==> src/rtl/flux_tag_arbiter.sv <==
// flux_tag_arbiter: merges FLUX valid/ready producer streams into one tagged
// FIFO write port. Each stream has a single-word holding register. Streams that
// are held and whose FIFO queue is not full are arbitrated, and the stream index
// is packed into the top TAG_WIDTH bits of fifo_data.
// Optional feature: define FLUX_ARB_FIXED_PRIO_EN to select fixed priority,
// where the highest eligible index wins. Otherwise round-robin is used.
module flux_tag_arbiter #(
    parameter  int WIDTH     = 8,
    parameter  int FLUX      = 2,
    localparam int TAG_WIDTH = $clog2(FLUX),
    localparam int PAYLOAD   = WIDTH - TAG_WIDTH
) (
    input  logic                    ck,
    input  logic                    rst,
    input  logic [FLUX-1:0]         in_valid,
    input  logic [FLUX*PAYLOAD-1:0] in_data,
    output logic [FLUX-1:0]         in_ready,
    input  logic [FLUX-1:0]         fifo_full,
    output logic                    fifo_wr,
    output logic [WIDTH-1:0]        fifo_data
);

    logic [FLUX-1:0]      hold_v;
    logic [PAYLOAD-1:0]   hold_d [FLUX];
    logic [TAG_WIDTH-1:0] last_grant;

    logic [FLUX-1:0]      elig;
    logic                 grant_v;
    logic [TAG_WIDTH-1:0] grant;
    logic [PAYLOAD-1:0]   grant_d;

    // Eligibility uses the current fifo_full; the FIFO commits on the same edge.
    always_comb begin
        elig = hold_v & ~fifo_full;
    end

`ifdef FLUX_ARB_FIXED_PRIO_EN
    // Fixed priority: later (higher) eligible indices overwrite earlier ones.
    always_comb begin
        grant_v = 1'b0;
        grant   = '0;
        grant_d = '0;
        for (int unsigned i = 0; i < FLUX; i++) begin
            if (elig[i]) begin
                grant_v = 1'b1;
                grant   = TAG_WIDTH'(i);
                grant_d = hold_d[i];
            end
        end
    end
`else
    // Round-robin: search from last_grant+1, wrapping modulo FLUX; first eligible wins.
    always_comb begin
        int unsigned idx;
        grant_v = 1'b0;
        grant   = '0;
        grant_d = '0;
        idx     = 0;
        for (int unsigned k = 1; k <= FLUX; k++) begin
            idx = (int'(last_grant) + k) % FLUX;
            if (!grant_v && elig[idx]) begin
                grant_v = 1'b1;
                grant   = TAG_WIDTH'(idx);
                grant_d = hold_d[idx];
            end
        end
    end
`endif

    // A stream can accept when empty or when its held word is drained this cycle.
    always_comb begin
        for (int unsigned i = 0; i < FLUX; i++) begin
            in_ready[i] = ~hold_v[i] | (grant_v && (grant == TAG_WIDTH'(i)));
        end
    end

    // Tagged write port; data forced to zero when there is no write.
    always_comb begin
        fifo_wr   = grant_v;
        fifo_data = grant_v ? {grant, grant_d} : '0;
    end

    // Holding registers: accept takes precedence over drain, so a same-cycle
    // refill replaces the granted word and keeps hold_v set.
    always_ff @(posedge ck or posedge rst) begin
        if (rst) begin
            hold_v <= '0;
            for (int unsigned i = 0; i < FLUX; i++) begin
                hold_d[i] <= '0;
            end
        end else begin
            for (int unsigned i = 0; i < FLUX; i++) begin
                if (in_valid[i] && in_ready[i]) begin
                    hold_v[i] <= 1'b1;
                    hold_d[i] <= in_data[i*PAYLOAD +: PAYLOAD];
                end else if (grant_v && (grant == TAG_WIDTH'(i))) begin
                    hold_v[i] <= 1'b0;
                end
            end
        end
    end

    // Round-robin pointer; holds when nothing is granted.
    always_ff @(posedge ck or posedge rst) begin
        if (rst) begin
            last_grant <= TAG_WIDTH'(FLUX - 1);
        end else if (grant_v) begin
            last_grant <= grant;
        end
    end

endmodule

==> config.mk <==
export PLATFORM = sky130hd
export DESIGN_NAME = flux_tag_arbiter
export DESIGN_NICKNAME = d
export VERILOG_FILES = /design/src/rtl/flux_tag_arbiter.sv
export SDC_FILE = /design/constraint.sdc
export NUM_CORES = 1
export LEC_CHECK = 0
export CAP_MARGIN = 20
export CORE_MARGIN = 2
export CORE_UTILIZATION = 44
export DETAILED_ROUTE_END_ITERATION = 7
export PLACE_DENSITY_LB_ADDON = 0.05
export SETUP_SLACK_MARGIN = 0.15
export SLEW_MARGIN = 20
export SYNTH_ARGS = -nofsm -noshare
export SYNTH_HDL_FRONTEND = slang
export SYNTH_SLANG_ARGS = --single-unit
==> constraint.sdc <==
create_clock -name ck -period 2.33 [get_ports ck]
set_input_delay 0.233 -clock ck [delete_from_list [all_inputs] [get_ports ck]]
set_output_delay 0.233 -clock ck [all_outputs]
set_load 0.02 [all_outputs]
==> reports/qor.yml, run 1 <==
power:
  p_leak_nw: 0.524
  p_total_uw: 821
  ir_drop_mv: 0.505
  power.density_nw_per_um2: 716
synthesis:
  yosys_warnings: 0
  synth_edf_count: 0
  ys_types: 15
  yosysTopAreaCell: "dfrtp_1"
  synth_area_um2: 773
  ys_ff_latch: 17
  synth_nets: 77
  async_flop_share_pct: 100
  ys.flop_type: "dfrtp_1"
  yosysTopAreaCellShare_pct: 51.8
  avgSynthCellArea_um2: 13.6
  yosys-top-cells-count: "dfrtp_1 (16), mux2_2 (14), a22o_1 (7)"
  synthCells: 57
  synth_seq_area_share_pct: 55.2
  yosysMostFrequentCell: "dfrtp_1"
  netlist_top_cells_area: "dfrtp_1 (52%), mux2_2 (20%), a22o_1 (7.9%), dfstp_2 (3.4%), o311ai_4 (3.4%)"
critical_path:
  path_class: "register to output port"
  end_kind: "output port"
  start_kind: "register"
  crit_fanout: 8
  arrival_ns: 1.83
  required_ns: 2.10
job:
  drv_cap: 0
sta:
  clock.fmax_ghz: 0.484
  finalHoldViolations: 0
  final.setup.tns_ns: 0
  slew_viol_final: 0
  max_slew.worst_pin.slew_ns: 0.637
  min_period_over_period_pct: 88.7
  finClkSkew_ns: 0.00476
  finalSetupViolCount: 0
  fin_crit_ns: 2.07
  max_slew_margin_pct: 57.5
  rsz0062_at_grt: "false"
clock_tree:
  cts_tree: "yes"
  cts_root_buf: "clkbuf_4"
  insertion_delay_ns: 0.28
  clkTransAtPathRegs_ns: 0.10
  clock_path_buffers: 2
  postCtsHoldBufs: 0
  numCtsBuffers: 3
  cts_sinks: 17
  cts_htree_levels: 1
global_routing:
  grt.met1_usage_pct: 20.2
  grt_pass1_vias: 523
  grt.busiest_layer: "met2"
  grt_max_degree: 18
  grt_util_met2_pct: 26.4
  antenna_found_initial: 0
  grt_pass1_wl_um: 2350
  overflow: 0
  track_usage_pct: 16.4
  met3_usage_pct: 6.35
route:
  wl_per_cell_um: 13.6
  drcViolationCount: 0
  ant_nets: 0
  drt_first_iter_violations: 3
  drtPass1Iterations: 2
  num_vias: 589
  avgViaCountPerCell: 5.26
  routed_wl_um: 1520
place:
  io_buffers: 30
  dp_cells: 107
  routabilityCongestion: 0.771
  dpl.hpwl_um: 1140
  place_area_um2: 1120
finish:
  fin_cells: 112
  stdcell_area_um2: 1150
  n_antenna_cell: 0
  nets: 116
  final_layout_size_suffix_gt1_share_pct: 27.4
  syn2layout_area_growth_pct: 48.4
worst_hold_path:
  hold_class: "primary input to async pin"
floorplanning:
  fp.dieW_um: 45.9
  dieArea_um2: 2110
  start_util_pct: 45.8
  row_count: 15
  coreArea_um2: 1690
  die_h_um: 45.9
  io-pin-count: 31
outcome:
  status: "finished clean"
-- worst max-delay path: stages (launching register included) --
cell,delay (ns)
dfstp_2,0.59
and3b_1,0.20
nor2_1,0.05
buf_4,0.16
clkdlybuf4s50_1,0.54
-- sequential cells by signal, indices dropped and copies added (netlist names) --
name	flops
hold_v	2
hold_d	14
last_grant	1
-- cells in the final DEF (no fill, tap or decap), drive strengths merged --
cell type      Yosys  routed
nand2              4       4
and3b              1       1
nor3b              1       1
dfstp              1       1
dlygate4sd2        0       7
a22o               7       7
mux2              14      14
buf                0       4
dlymetal6s2s       0       1
o21ai              2       2
a21o               1       1
clkdlybuf4s50      0      22
clkbuf             0       4
nor2               2       2
dfrtp             16      16
nand2b             4       4
o311ai             1       1
inv                2       2
o211ai             1       1
-- layout make-up --
class	count	area, um2
fillers	148	542
multi-input cells	38	342
clock buffers	4	26.3
well taps	17	21.3
inverters	2	7.51
flip-flops and latches	17	427
repair buffers	34	324
-- repair_timing --
| item | 4_1_cts | 5_1_grt |
|---|---|---|
| setup buffers | 1 | 0 |
| endpoints found under the setup margin | 7 | 1 |
| pin swaps | 1 | 0 |
| resized for setup | 8 | 1 |
-- worst paths after layout --
path,to,from,slack [ns],cells past startpoint
max in group asynchronous,hold_d[1]$_DFFE_PP0P_,rst,1.60,2
setup / recovery,fifo_data[7],last_grant$_DFFE_PP1P_,0.26,4
hold reg to reg,hold_d[10]$_DFFE_PP0P_,hold_d[10]$_DFFE_PP0P_,0.51,1
setup reg to reg,hold_d[0]$_DFFE_PP0P_,hold_v[0]$_DFFE_PP0P_,0.77,4
min in group ck,hold_d[10]$_DFFE_PP0P_,hold_d[10]$_DFFE_PP0P_,0.51,1
hold / removal,hold_d[9]$_DFFE_PP0P_,rst,0.32,2
-- where the power goes --
part | internal [mW] | leakage (nW) | switching (mW)
registers | 0.359 | 0.195 | 0.0368
clock network | 0.0665 | 0.0150 | 0.0871
logic | 0.152 | 0.314 | 0.120
-- stage by stage --
| stage | hold WS [ns] | worst slack [ns] | utilization (%) |
|---|---|---|---|
| after global placement | 0.490 | 0.00181 | 66.1 |
| after floorplan | 0.158 | 0.673 | - |
| after CTS | 0.335 | 0.143 | 67.8 |
| final | 0.317 | 0.263 | 67.9 |
| after detailed placement | 0.494 | -0.0220 | 66.1 |
| after global routing | 0.366 | 0.171 | 67.9 |
-- cells by family (layout without fill, tap and decap cells) --
| logic type | after synthesis | in the layout | share of synthesized area [%] |
|---|---|---|---|
| mux | 14 | 14 | 20.4 |
| simple gates | 12 | 12 | 8.25 |
| flops | 17 | 17 | 55.2 |
| buf+inv | 2 | 40 | 0.970 |
| compound gates | 12 | 12 | 15.2 |
-- per-layer routing --
layer / routed length, um / vias to the layer above
met1: 667 / 284
met4: 11 / 0
li1: - / 284
met5: 0 / -
met2: 729 / 19
met3: 113 / 2
(Power assumes the default switching activity.)
==> inputs of run 2 (changes only) <==
Settings changed: ABC_AREA set to 1, CORE_UTILIZATION 44 to 48.
==> reports/qor.yml, run 2 <==
global_routing:
  grt_util_met2_pct: 43.5  # was 26.4%
  grt_pass1_wl_um: 4370  # was 2350 um
  grt.met1_usage_pct: 27.9  # was 20.2%
  track_usage_pct: 23.6  # was 16.4%
  grt_pass1_vias: 1006  # was 523
  grt_max_degree: 18  # unchanged
  overflow: 0  # unchanged
  met3_usage_pct: 3.68  # was 6.35%
  antenna_found_initial: 0  # unchanged
  grt.busiest_layer: "met2"  # unchanged
worst_hold_path:
  hold_class: "primary input to async pin"  # unchanged
power:
  p_leak_nw: 0.700  # was 0.524 nW
  ir_drop_mv: 0.622  # was 0.505 mV
  power.density_nw_per_um2: 1270  # was 716 nW/um2
clock_tree:
  insertion_delay_ns: 0.30  # was 0.28 ns
  cts_tree: "yes"  # unchanged
  cts_htree_levels: 1  # unchanged
  postCtsHoldBufs: 0  # unchanged
  numCtsBuffers: 3  # unchanged
  post_cts_buffers: 0  # was 1
  clock_path_buffers: 2  # unchanged
  clkTransAtPathRegs_ns: 0.11  # was 0.10 ns
  cts_root_buf: "clkbuf_4"  # unchanged
  cts_sinks: 17  # unchanged
critical_path:
  crit_fanout: 15  # was 8
  required_ns: 2.10  # about the same
  timing.rr.end: "hold_d[10]$_DFFE_PP0P_"  # was hold_d[0]$_DFFE_PP0P_
  r2r_start: "last_grant$_DFFE_PP1P_"  # was hold_v[0]$_DFFE_PP0P_
  path_class: "register to output port"  # unchanged
  cp_cell_sequence: "inv_4, nand3_2, nand3_2, o21ai_0, dlygate4sd2_1"  # was and3b_1, nor2_1, buf_4, clkdlybuf4s50_1
  worst_path_max_delay_cell: "dfstp_2"  # unchanged
  end_kind: "output port"  # unchanged
  arrival_ns: 1.82  # was 1.83 ns
  start_kind: "register"  # unchanged
  critPathMaxStageDelay_ns: 0.63  # was 0.59 ns
  ff2ff_setup_slack_ns: 0.87  # was 0.77 ns
  rr_worst_depth: 8  # was 4
  path_common_cell: "nand3_2"
  path_delay_family: "flip-flops"  # was buffers and inverters
  critPathBufInv: 2  # unchanged
sta:
  finalSetupViolCount: 0  # unchanged
  hold_ws_ns: 0.298  # was 0.317 ns
  slew_viol_final: 0  # unchanged
  rsz0062_at_grt: "false"  # unchanged
  clock.fmax_ghz: 0.486  # was 0.484 GHz
  max_slew_margin_pct: 57.8  # was 57.5%
  finClkSkew_ns: 0.00504  # was 0.00476 ns
  final.setup.tns_ns: 0  # unchanged
  fin_crit_ns: 2.06  # was 2.07 ns
  finalHoldViolations: 0  # unchanged
  min_period_over_period_pct: 88.2  # was 88.7%
  max_slew.worst_pin.slew_ns: 0.632  # was 0.637 ns
place:
  place_area_um2: 1300  # was 1120 um2
  io_buffers: 30  # unchanged
  routabilityCongestion: 0.809  # was 0.771
  dpl.hpwl_um: 1950  # was 1140 um
job:
  drv_cap: 0  # unchanged
finish:
  stdcell_area_um2: 1330  # was 1150 um2
  reg_top3: "hold_d (14), hold_v (2), last_grant (1)"  # unchanged
  utilization_pct: 68.2  # was 67.9%
  largest_reg_flops: 14  # unchanged
  final_layout_size_suffix_gt1_share_pct: 9.52  # was 27.4%
  regMostFlops: "hold_d"  # unchanged
  final_cell_mix: "nand2_1 (49), clkdlybuf4s50_1 (21), dfrtp_1 (16)"  # was clkdlybuf4s50_1 (22), dfrtp_1 (16), mux2_2 (14)
  nets: 189  # was 116
  num-fill-cells: 187  # was 148
  syn2layout_area_growth_pct: 35.6  # was 48.4%
  n_antenna_cell: 0  # unchanged
  mostFrequentLayoutCell: "nand2_1"  # was clkdlybuf4s50_1
route:
  drtPass1Iterations: 4  # was 2
  drcViolationCount: 0  # unchanged
  wl_per_cell_um: 12.4  # was 13.6 um
  routed_wl_um: 2410  # was 1520 um
  avgViaCountPerCell: 4.98  # was 5.26
  num_vias: 972  # was 589
  drt_first_iter_violations: 13  # was 3
  ant_nets: 0  # unchanged
synthesis:
  async_flop_share_pct: 100  # unchanged
  synth_seq_area_share_pct: 43.7  # was 55.2%
  ys_types: 18  # was 15
  yosysTopAreaCell: "dfrtp_1"  # unchanged
  ys.flop_type: "dfrtp_1"  # unchanged
  yosysTopAreaCellShare_pct: 41.0  # was 51.8%
  yosysMostFrequentCell: "nand2_1"  # was dfrtp_1
  yosys-top-cells-count: "nand2_1 (49), dfrtp_1 (16), nand3_1 (15), o21ai_0 (15), inv_1 (13)"  # was dfrtp_1 (16), mux2_2 (14), a22o_1 (7)
  synthCells: 137  # was 57
  synth_nets: 157  # was 77
  synth_edf_count: 0  # unchanged
  synth_area_um2: 977  # was 773 um2
  netlist_top_cells_area: "dfrtp_1 (41%), nand2_1 (19%), nand3_1 (7.7%), o21ai_0 (7.7%), inv_1 (5.0%)"  # was dfrtp_1 (52%), mux2_2 (20%), a22o_1 (7.9%), dfstp_2 (3.4%), o311ai_4 (3.4%)
  ys_ff_latch: 17  # unchanged
  avgSynthCellArea_um2: 7.13  # was 13.6 um2
  yosys_warnings: 0  # unchanged
floorplanning:
  die_h_um: 49.1  # was 45.9 um
  dieArea_um2: 2410  # was 2110 um2
  start_util_pct: 50.3  # was 45.8%
  coreArea_um2: 1940  # was 1690 um2
  io-pin-count: 31  # unchanged
  row_count: 16  # was 15
  fp.dieW_um: 49.1  # was 45.9 um
outcome:
  status: "finished clean"  # unchanged
run 2: cell types whose count changed in the layout (fill, tap and decap cells not counted), sizes merged, moves of 2 or more:
cell    delta
a21oi      +7
a22o       -7
buf        -2
inv       +12
mux2      -14
nand2     +49
nand2b     -4
nand3     +17
nor2       +6
o21ai     +14
run 2: power breakdown:
part / leakage (nW) / internal [mW] / switching [mW] / total (mW)
Clock: 0.0177 / 0.0641 / 0.100 / 0.164
Combinational: 0.477 / 0.378 / 0.625 / 1.00
Sequential: 0.205 / 0.419 / 0.103 / 0.522
run 2: area by class of cell:
class | count | area [um2] | area share (%)
clock inverters | 1 | 5.00 | 0.378
multi-input cells | 101 | 470 | 35.5
repair buffers | 32 | 312 | 23.5
clock buffers | 3 | 22.5 | 1.70
inverters | 14 | 55.1 | 4.15
well taps | 27 | 33.8 | 2.55
flip-flops and latches | 17 | 427 | 32.2
run 2: worst max path at each step:
| stage | startpoint | endpoint | slack (ns) | cells after the start |
|---|---|---|---|---|
| after detailed placement | fifo_full[0] | fifo_data[4] | 0.17 | 9 |
| final | last_grant$_DFFE_PP1P_ | fifo_data[4] | 0.27 | 5 |
| after CTS | last_grant$_DFFE_PP1P_ | in_ready[1] | 0.19 | 4 |
| after floorplan | last_grant$_DFFE_PP1P_ | fifo_data[0] | 0.61 | 4 |
| after global routing | last_grant$_DFFE_PP1P_ | fifo_data[7] | 0.18 | 4 |
| after global placement | fifo_full[0] | fifo_data[4] | 0.22 | 9 |
run 2: logic make-up (layout without fill, tap and decap cells):
group / count (synthesis) / after routing / synth area share (%)
and+or+nand+nor: 78 / 78 / 36.0
AOI/OAI and AO/OA: 23 / 23 / 12.2
buffers and inverters: 19 / 50 / 8.19
DFF: 17 / 17 / 43.7
run 2: through the flow:
step	worst slack [ns]	instances	power, mW
4_1_cts	0.190	195	1.70
6_report	0.274	195	1.69
3_5_place_dp	0.172	191	1.62
5_1_grt	0.182	195	1.85
3_3_place_gp	0.219	191	1.59
2_1_floorplan	0.610	137	1.19
run 2: repair_timing:
item / 4_1_cts / 5_1_grt
cloned: 0 / 0
resized for setup: 7 / 2
pin swaps: 0 / 0
setup endpoints to repair: 7 / 2
run 2: metal layers:
metal	up-vias	wire, um
met5	-	0
met4	0	38
met3	5	101
met2	25	1290
met1	443	982
li1	499	-
==> inputs of run 3 (changes only) <==
Settings changed: PLACE_DENSITY set to 0.82, PLACE_DENSITY_LB_ADDON 0.05 to not set, SKIP_CTS_REPAIR_TIMING set to 1.
==> reports/qor.yml, run 3 (synthesized netlist as in run 2, its figures left out) <==
outcome:
  status: "finished clean"  # unchanged
floorplanning:
  row_count: 16  # unchanged
  die_h_um: 49.1  # unchanged
  coreArea_um2: 1940  # unchanged
  fp.dieW_um: 49.1  # unchanged
  start_util_pct: 50.3  # unchanged
  dieArea_um2: 2410  # unchanged
  io-pin-count: 31  # unchanged
finish:
  final_layout_size_suffix_gt1_share_pct: 8.93  # was 9.52%
  regMostFlops: "hold_d"  # unchanged
  final_cell_mix: "nand2_1 (49), clkdlybuf4s50_1 (23), dfrtp_1 (16)"  # was nand2_1 (49), clkdlybuf4s50_1 (21), dfrtp_1 (16)
  syn2layout_area_growth_pct: 37.6  # was 35.6%
  nets: 189  # unchanged
  num-fill-cells: 171  # was 187
  fin_cells: 195  # unchanged
  reg_top3: "hold_d (14), hold_v (2), last_grant (1)"  # unchanged
  mostFrequentLayoutCell: "nand2_1"  # unchanged
  largest_reg_flops: 14  # unchanged
  n_antenna_cell: 0  # unchanged
sta:
  finClkSkew_ns: 0.00312  # was 0.00504 ns
  final.setup.tns_ns: 0  # unchanged
  fin_crit_ns: 2.05  # was 2.06 ns
  finalSetupViolCount: 0  # unchanged
  max_slew.worst_pin.slew_ns: 0.625  # was 0.632 ns
  max_slew_margin_pct: 58.3  # was 57.8%
  min_period_over_period_pct: 88.1  # was 88.2%
  finalHoldViolations: 0  # unchanged
  rsz0062_at_grt: "false"  # unchanged
  clock.fmax_ghz: 0.487  # was 0.486 GHz
  slew_viol_final: 0  # unchanged
route:
  top_layer: "met4"  # unchanged
  drt_first_iter_violations: 9  # was 13
  drtPass1Iterations: 4  # unchanged
  routed_wl_um: 2250  # was 2410 um
  avgViaCountPerCell: 5.03  # was 4.98
  wl_per_cell_um: 11.5  # was 12.4 um
  ant_nets: 0  # unchanged
  wl_met3_um: 86  # was 101 um
  met2_length_um: 1210  # was 1290 um
  drcViolationCount: 0  # unchanged
  num_vias: 980  # was 972
  m1WireLength_um: 917  # was 982 um
clock_tree:
  cts_root_buf: "clkbuf_4"  # unchanged
  cts_tree: "yes"  # unchanged
  numCtsBuffers: 3  # unchanged
  cts_sinks: 17  # unchanged
  insertion_delay_ns: 0.28  # was 0.30 ns
  clock_path_buffers: 2  # unchanged
  clkTransAtPathRegs_ns: 0.09  # was 0.11 ns
  cts_htree_levels: 1  # unchanged
worst_hold_path:
  hold_class: "primary input to async pin"  # unchanged
power:
  power.density_nw_per_um2: 1280  # was 1270 nW/um2
  p_leak_nw: 0.753  # was 0.700 nW
  switchingPower_uw: 804  # was 827 uW
  swShare_pct: 46.7  # was 49.0%
  ir_drop_mv: 0.820  # was 0.622 mV
  pwr-share-seq_pct: 29.9  # was 30.9%
  p_int_uw: 919  # was 861 uW
  clockPowerShare_pct: 8.8  # was 9.7%
  p_comb_share_pct: 61.3  # was 59.4%
global_routing:
  antenna_found_initial: 0  # unchanged
  overflow: 0  # unchanged
  grt_pass1_vias: 956  # was 1006
  grt_pass1_wl_um: 4080  # was 4370 um
  grt_max_degree: 18  # unchanged
  track_usage_pct: 21.5  # was 23.6%
critical_path:
  start_kind: "register"  # unchanged
  path_delay_family: "flip-flops"  # unchanged
  cp_cell_sequence: "nand3_1, nand2_1, nand2_4, clkdlybuf4s50_1"  # was inv_4, nand3_2, nand3_2, o21ai_0, dlygate4sd2_1
  ff2ff_setup_slack_ns: 0.92  # was 0.87 ns
  required_ns: 2.10  # about the same
  path_class: "register to output port"  # unchanged
  critPathBufInv: 1  # was 2
  r2r_start: "last_grant$_DFFE_PP1P_"  # unchanged
  timing.rr.end: "hold_d[10]$_DFFE_PP0P_"  # unchanged
  critPathMaxStageDelay_ns: 0.60  # was 0.63 ns
  rr_worst_depth: 8  # unchanged
  end_kind: "output port"  # unchanged
  crit_fanout: 10  # was 15
  worst_path_max_delay_cell: "dfstp_2"  # unchanged
  arrival_ns: 1.82  # about the same
place:
  io_buffers: 30  # unchanged
  dpl.hpwl_um: 1780  # was 1950 um
  routabilityCongestion: 0.830  # was 0.809
  dp_cells: 191  # unchanged
job:
  drv_cap: 0  # unchanged
run 3: how the worst max path moves through the flow:
stage	from	endpoint	slack [ns]	cells after the start
global route	last_grant$_DFFE_PP1P_	in_ready[1]	0.18	4
detailed placement	fifo_full[1]	fifo_data[0]	0.17	6
finish	last_grant$_DFFE_PP1P_	in_ready[1]	0.28	4
global placement	fifo_full[1]	fifo_data[4]	0.19	6
floorplan	last_grant$_DFFE_PP1P_	fifo_data[0]	0.61	4
CTS	last_grant$_DFFE_PP1P_	fifo_data[2]	0.04	5
run 3: layer usage:
metal | vias to the layer above | GRT usage [%]
met3 | 4 | 2.15
met4 | 0 | 7.62
met5 | - | 0
li1 | 499 | -
met1 | 449 | 25.3
met2 | 28 | 40.1
run 3: area by class of cell:
cell class	count	area (um2)	area share, %
multi-input combinational	101	470	35.0
sequential	17	427	31.7
timing repair buffer	32	333	24.7
inverter	14	55.1	4.09
tap	27	33.8	2.51
clock buffer	4	26.3	1.95
run 3: through the flow:
stage	hold WS (ns)	setup WS (ns)	power, mW	cell area [um2]	util (%)
after floorplan	0.158	0.610	1.19	977	-
after CTS	0.353	0.0361	1.76	1330	68.4
after global placement	0.461	0.195	1.56	1300	67.0
after global routing	0.417	0.182	1.87	1350	69.3
final	0.323	0.278	1.72	1350	69.3
after detailed placement	0.467	0.172	1.60	1300	67.0
run 3: power groups by stage:
stage | clock (mW) | sequential, mW | combinational, mW
after global routing | 0.166 | 0.534 | 1.17
after floorplan | 0 | 0.481 | 0.706
final | 0.152 | 0.516 | 1.06
after global placement | 0 | 0.511 | 1.05
after CTS | 0.155 | 0.515 | 1.09
after detailed placement | 0 | 0.521 | 1.08
run 3: worst register-to-register path, delay by kind of cell, from the launching register on:
family	cells	cell delay, ns
flip-flops	1	0.60
AND/OR/NAND/NOR	6	0.44
buffers and inverters	2	0.25
==> variant 1, RTL diff (config.mk and constraints of run 3) <==
Change the parameter `FLUX` from 2 to 4.
--- a/src/rtl/flux_tag_arbiter.sv
+++ b/src/rtl/flux_tag_arbiter.sv
@@ -6,7 +6,7 @@
 // where the highest eligible index wins. Otherwise round-robin is used.
 module flux_tag_arbiter #(
     parameter  int WIDTH     = 8,
-    parameter  int FLUX      = 2,
+    parameter  int FLUX      = 4,
     localparam int TAG_WIDTH = $clog2(FLUX),
     localparam int PAYLOAD   = WIDTH - TAG_WIDTH
 ) (
Interface: changed (resized fifo_full, in_data, in_ready and in_valid); port bits go from 31 to 47. No check against the original RTL was run, so the function may have changed too.
==> variant 1 against run 3 <==
The run now ends with setup timing left; setup slack got worse by 0.58 ns; sequential cell count increased by 13; die area increased by 110%; wire length increased to 3.0 times the old value; area after synthesis increased by 120%; non-clock buffer count increased by 67; final area increased to 2.5 times the old value; critical path type unchanged; highest routed layer unchanged.
Power is not shown: default switching activity piles up to over one toggle a cycle in this logic, so the estimate is an artifact.
==> variant 1: results (changes against run 3) <==
status finished, violations left; failing checks setup timing; end of the worst register-to-register path hold_d[14]; synth cell count leaders 105 x sky130_fd_sc_hd__nand2_1, 35 x sky130_fd_sc_hd__nand3_1, 28 x sky130_fd_sc_hd__dfrtp_1, 22 x sky130_fd_sc_hd__o21ai_0, 19 x sky130_fd_sc_hd__inv_1; post-synth net total 327 (+110%); met3 track utilization from global routing 3.134% (+0.99 points); Yosys Warn Count 0 (unchanged); cell types with the largest area share after synthesis sky130_fd_sc_hd__dfrtp_1 33%, sky130_fd_sc_hd__nand2_1 18%, sky130_fd_sc_hd__nand3_1 8.2%; number of setup violations in the final report 33 (+33); share of post-route cells with drive strength above 1 41.07% (+32 points); via count of the first global-routing pass 2,113 (+120%); global-route wire length before repair 9.425 mm (+130%); GR Util met1 32.15% (+6.8 points); data arrival time of the critical path 2.40 ns (+0.58 ns); IO Port Bufs 46 (+53%); biggest regs hold_d x24, hold_v x4, last_grant x2; post-synthesis sequential area ratio 35.06% (-8.6 points); met3 routed wirelength 332 um (+290%); GR met2 Demand/Resource 39.36% (-0.73 points); Clk Tree Root Cell sky130_fd_sc_hd__clkbuf_8; Post-layout nets 425 (+120%); worst max-slew margin expressed relative to the limit 71.77% (+13 points); Final Worst Setup Slack -0.2981 ns (-0.5761 ns); Register-to-Register Setup Slack -0.15 ns (-1.07 ns); largest net degree at the start of global routing 31 (+13); post-DP HPWL 4.481 mm (+150%); number of vias per cell 5.482 (+9.1%); filler instances 293 (+71%); met2 wire len 3.577 mm (+190%); clock skew after layout 0.007120 ns (+0.004004 ns); initial antenna violation count 0 (unchanged); post-synth cell types 30 (+12); wire length on met1 2.726 mm (+200%); routed wire length per instance 15.31 um (+33%); reg-to-reg startpoint last_grant[0]; clock buffer count from CTS 5 (+2); cell depth of the worst flop-to-flop path 15 (+7); max reg flops 24 (+10); deepest level of the CTS H-tree 2 (+1); global placer's final weighted congestion 0.8876 (+7.0%); all-layer global routing usage 23.69% (+2.2 points); CP max FO 5 (-5); post-CTS clock slew at the launch and capture registers of the worst setup and hold paths 0.06 ns (-0.03 ns); Synth Area in Compound Gates 14.27% (+2.1 points)
variant 1: cell types whose count changed in the layout (fill, tap and decap cells not counted), sizes merged, moves of 7 or more:
cell / before / now
clkdlybuf4s50: 23 / 33
dfrtp: 16 / 28
nand2: 53 / 121
buf: 2 / 65
nand3: 17 / 44
o21ai: 16 / 24
o211ai: 0 / 7
variant 1: stage by stage:
stage               setup slack, ns  std cells  area [um2]  hold WS (ns)  TNS, ns
floorplan                   0.08485        293        2148        0.3223        0
global placement            -0.4452        423        2913        0.4566   -4.878
detailed placement          -0.5111        423        2913        0.4607   -5.935
CTS                         -0.7497        431        3004        0.3364   -8.253
global route                -0.3121        444        3418        0.3840   -7.685
finish                      -0.2981        444        3418        0.3169   -4.505
variant 1: cell type report:
cell class	instances	share of cell area, %
clock buffers	7	2.526
well taps	52	1.903
flip-flops and latches	30	22.04
inverters	21	2.452
multi-input cells	234	44.36
repair buffers	99	26.57
clock inverters	1	0.1464
variant 1: cells by family after synthesis:
family,Yosys count
buffers and inverters,29
AO/OA/AOI/OAI,48
flip-flops,30
AND/OR/NAND/NOR,186
variant 1: worst max path at each step:
| stage | from | to | slack [ns] |
|---|---|---|---|
| detailed placement | fifo_full[0] | fifo_data[0] | -0.51 |
| floorplan | last_grant[0] | fifo_data[2] | 0.08 |
| CTS | last_grant[0] | fifo_data[0] | -0.75 |
| finish | last_grant[0] | fifo_data[3] | -0.30 |
| global route | last_grant[0] | in_ready[1] | -0.31 |
| global placement | fifo_full[2] | fifo_data[4] | -0.45 |
variant 1: worst max-delay path: cells and delay by family (launching register included):
family | cells | cell delay (ns)
DFF | 1 | 0.60
buffers and inverters | 4 | 0.55
AOI/OAI and AO/OA | 5 | 0.52
and+or+nand+nor | 4 | 0.43
==> variant 2, RTL diff (settings of run 3) <==
Without the edit above. Reset style: synchronous (`rst`), changed in 2 clocked blocks.
--- a/src/rtl/flux_tag_arbiter.sv
+++ b/src/rtl/flux_tag_arbiter.sv
@@ -82,7 +82,7 @@
 
     // Holding registers: accept takes precedence over drain, so a same-cycle
     // refill replaces the granted word and keeps hold_v set.
-    always_ff @(posedge ck or posedge rst) begin
+    always_ff @(posedge ck) begin
         if (rst) begin
             hold_v <= '0;
             for (int unsigned i = 0; i < FLUX; i++) begin
@@ -101,7 +101,7 @@
     end
 
     // Round-robin pointer; holds when nothing is granted.
-    always_ff @(posedge ck or posedge rst) begin
+    always_ff @(posedge ck) begin
         if (rst) begin
             last_grant <= TAG_WIDTH'(FLUX - 1);
         end else if (grant_v) begin
Behaviour: differs if rst is asserted again (counterexample within 4 cycles, from zero or initial values and one cycle with rst high); with rst held inactive, the same outputs for 10 cycles.
==> variant 2 against run 3 <==
Final area up 1.3%; sequential cell count increased by 1; setup slack improved by 0.032 ns; global-route usage down 1.3 points; utilization rose by 0.19 points; area after synthesis up 1.4%; fmax up 1.6%; first-iteration DRC count grew to 2.9 times the old value; sequential share of layout area rose by 5.0 points; wire length shrank 2.6%; synthesized cell count down 13%; critical endpoint is now in_ready[0]; largest cell class is now flip-flops and latches; highest routed layer unchanged.
Power is not compared: it rests on default switching activity, and its combinational part moved more than twofold at a synthesized area within 25%.
==> variant 2: results (changes against run 3) <==
end of the worst register-to-register path hold_d[0][0]; Synth Flop Type sky130_fd_sc_hd__edfxtp_1; post-synth cell types 16 (-2); via count 888 (-9.4%); post-synth net total 139 (-11%); global placer's final weighted congestion 0.9050 (+9.1%); status finished, final reports clean; worst slew pin tran 0.3837 ns (-0.2412 ns); share of post-route cells with drive strength above 1 9.333% (+0.40 points); wire length reported by the detailed router 2.188 mm (-2.6%); worst hold path class reg2reg; Post-layout nets 171 (-9.5%); Register-to-Register Setup Slack 0.81 ns (-0.11 ns); cell types with the largest area share after synthesis sky130_fd_sc_hd__edfxtp_1 42%, sky130_fd_sc_hd__inv_1 10%, sky130_fd_sc_hd__a21oi_1 8.1%; placed cell areas 1309 um2 (+0.58%); synth cell count leaders 27 x sky130_fd_sc_hd__inv_1, 20 x sky130_fd_sc_hd__nand2_1, 16 x sky130_fd_sc_hd__a21oi_1, 14 x sky130_fd_sc_hd__edfxtp_1, 14 x sky130_fd_sc_hd__o21ai_0; starting DRC count in detailed routing 26 (+17); clock skew after layout 0.0004794 ns (-0.002637 ns); post-DP HPWL 1.657 mm (-6.7%); all-layer global routing usage 20.26% (-1.3 points); Synth Area in Compound Gates 22.85% (+11 points); post-synthesis sequential area ratio 50.51% (+6.8 points); fraction of synthesis flops using an asynchronous set or reset pin 0% (-100 points); CP max FO 4 (-6); number of synthesized flops with an enable pin 14 (+14); biggest regs hold_d x14, hold_v x2, last_grant x1
## variant 2: critical path: stages
cell,delay [ns]
sky130_fd_sc_hd__clkdlybuf4s50_1,0.53
sky130_fd_sc_hd__inv_1,0.06
sky130_fd_sc_hd__nand3_1,0.16
sky130_fd_sc_hd__nand2_1,0.09
sky130_fd_sc_hd__nand2_2,0.10
sky130_fd_sc_hd__clkdlybuf4s50_1,0.61
## variant 2: final cells by class
| cell class | instances | area, um2 |
|---|---|---|
| fill | 170 | 599.3 |
| clock buffer | 3 | 22.52 |
| tap | 27 | 33.78 |
| timing repair buffer | 31 | 325.3 |
| sequential | 18 | 500.5 |
| clock inverter | 1 | 3.754 |
| inverter | 28 | 107.6 |
| multi-input combinational | 69 | 369.1 |
## variant 2: how the worst max path moves through the flow
stage	start	end	slack, ns
2_1_floorplan	hold_v[1]	fifo_data[0]	0.67
3_3_place_gp	fifo_full[1]	fifo_data[5]	0.12
3_5_place_dp	fifo_full[1]	fifo_data[6]	0.03
4_1_cts	last_grant	fifo_data[6]	-0.03
5_1_grt	last_grant	in_ready[0]	0.24
6_report	fifo_full[1]	in_ready[0]	0.31
## variant 2: cells by family after synthesis
family | after synthesis
buf+inv | 32
flops | 18
simple gates | 29
compound gates | 40
## variant 2: layer usage
layer / routed length [um] / track usage, % / vias up
met1: 905 / 24.85 / 391
li1: - / - / 461
met4: 76 / 15.28 / 0
met3: 96 / 2.761 / 6
met5: 0 / 0 / -
met2: 1108 / 32.21 / 30
## variant 2: where the power goes
group	switching (mW)	internal, mW
Clock	0.0977	0.0624
Combinational	0.101	0.0853
Sequential	0.0175	0.378
Total	0.217	0.525
## variant 2: metrics by stage
stage	setup WS (ns)	TNS (ns)	hold slack, ns	instances	utilization [%]
floorplan	0.6666	0	0.3021	119	-
global placement	0.1224	0	0.5180	173	66.71
global route	0.2382	0	0.5495	177	69.45
CTS	-0.03412	-0.1495	0.5456	177	68.05
detailed placement	0.02918	0	0.5361	173	66.71
finish	0.3101	0	0.5473	177	69.45
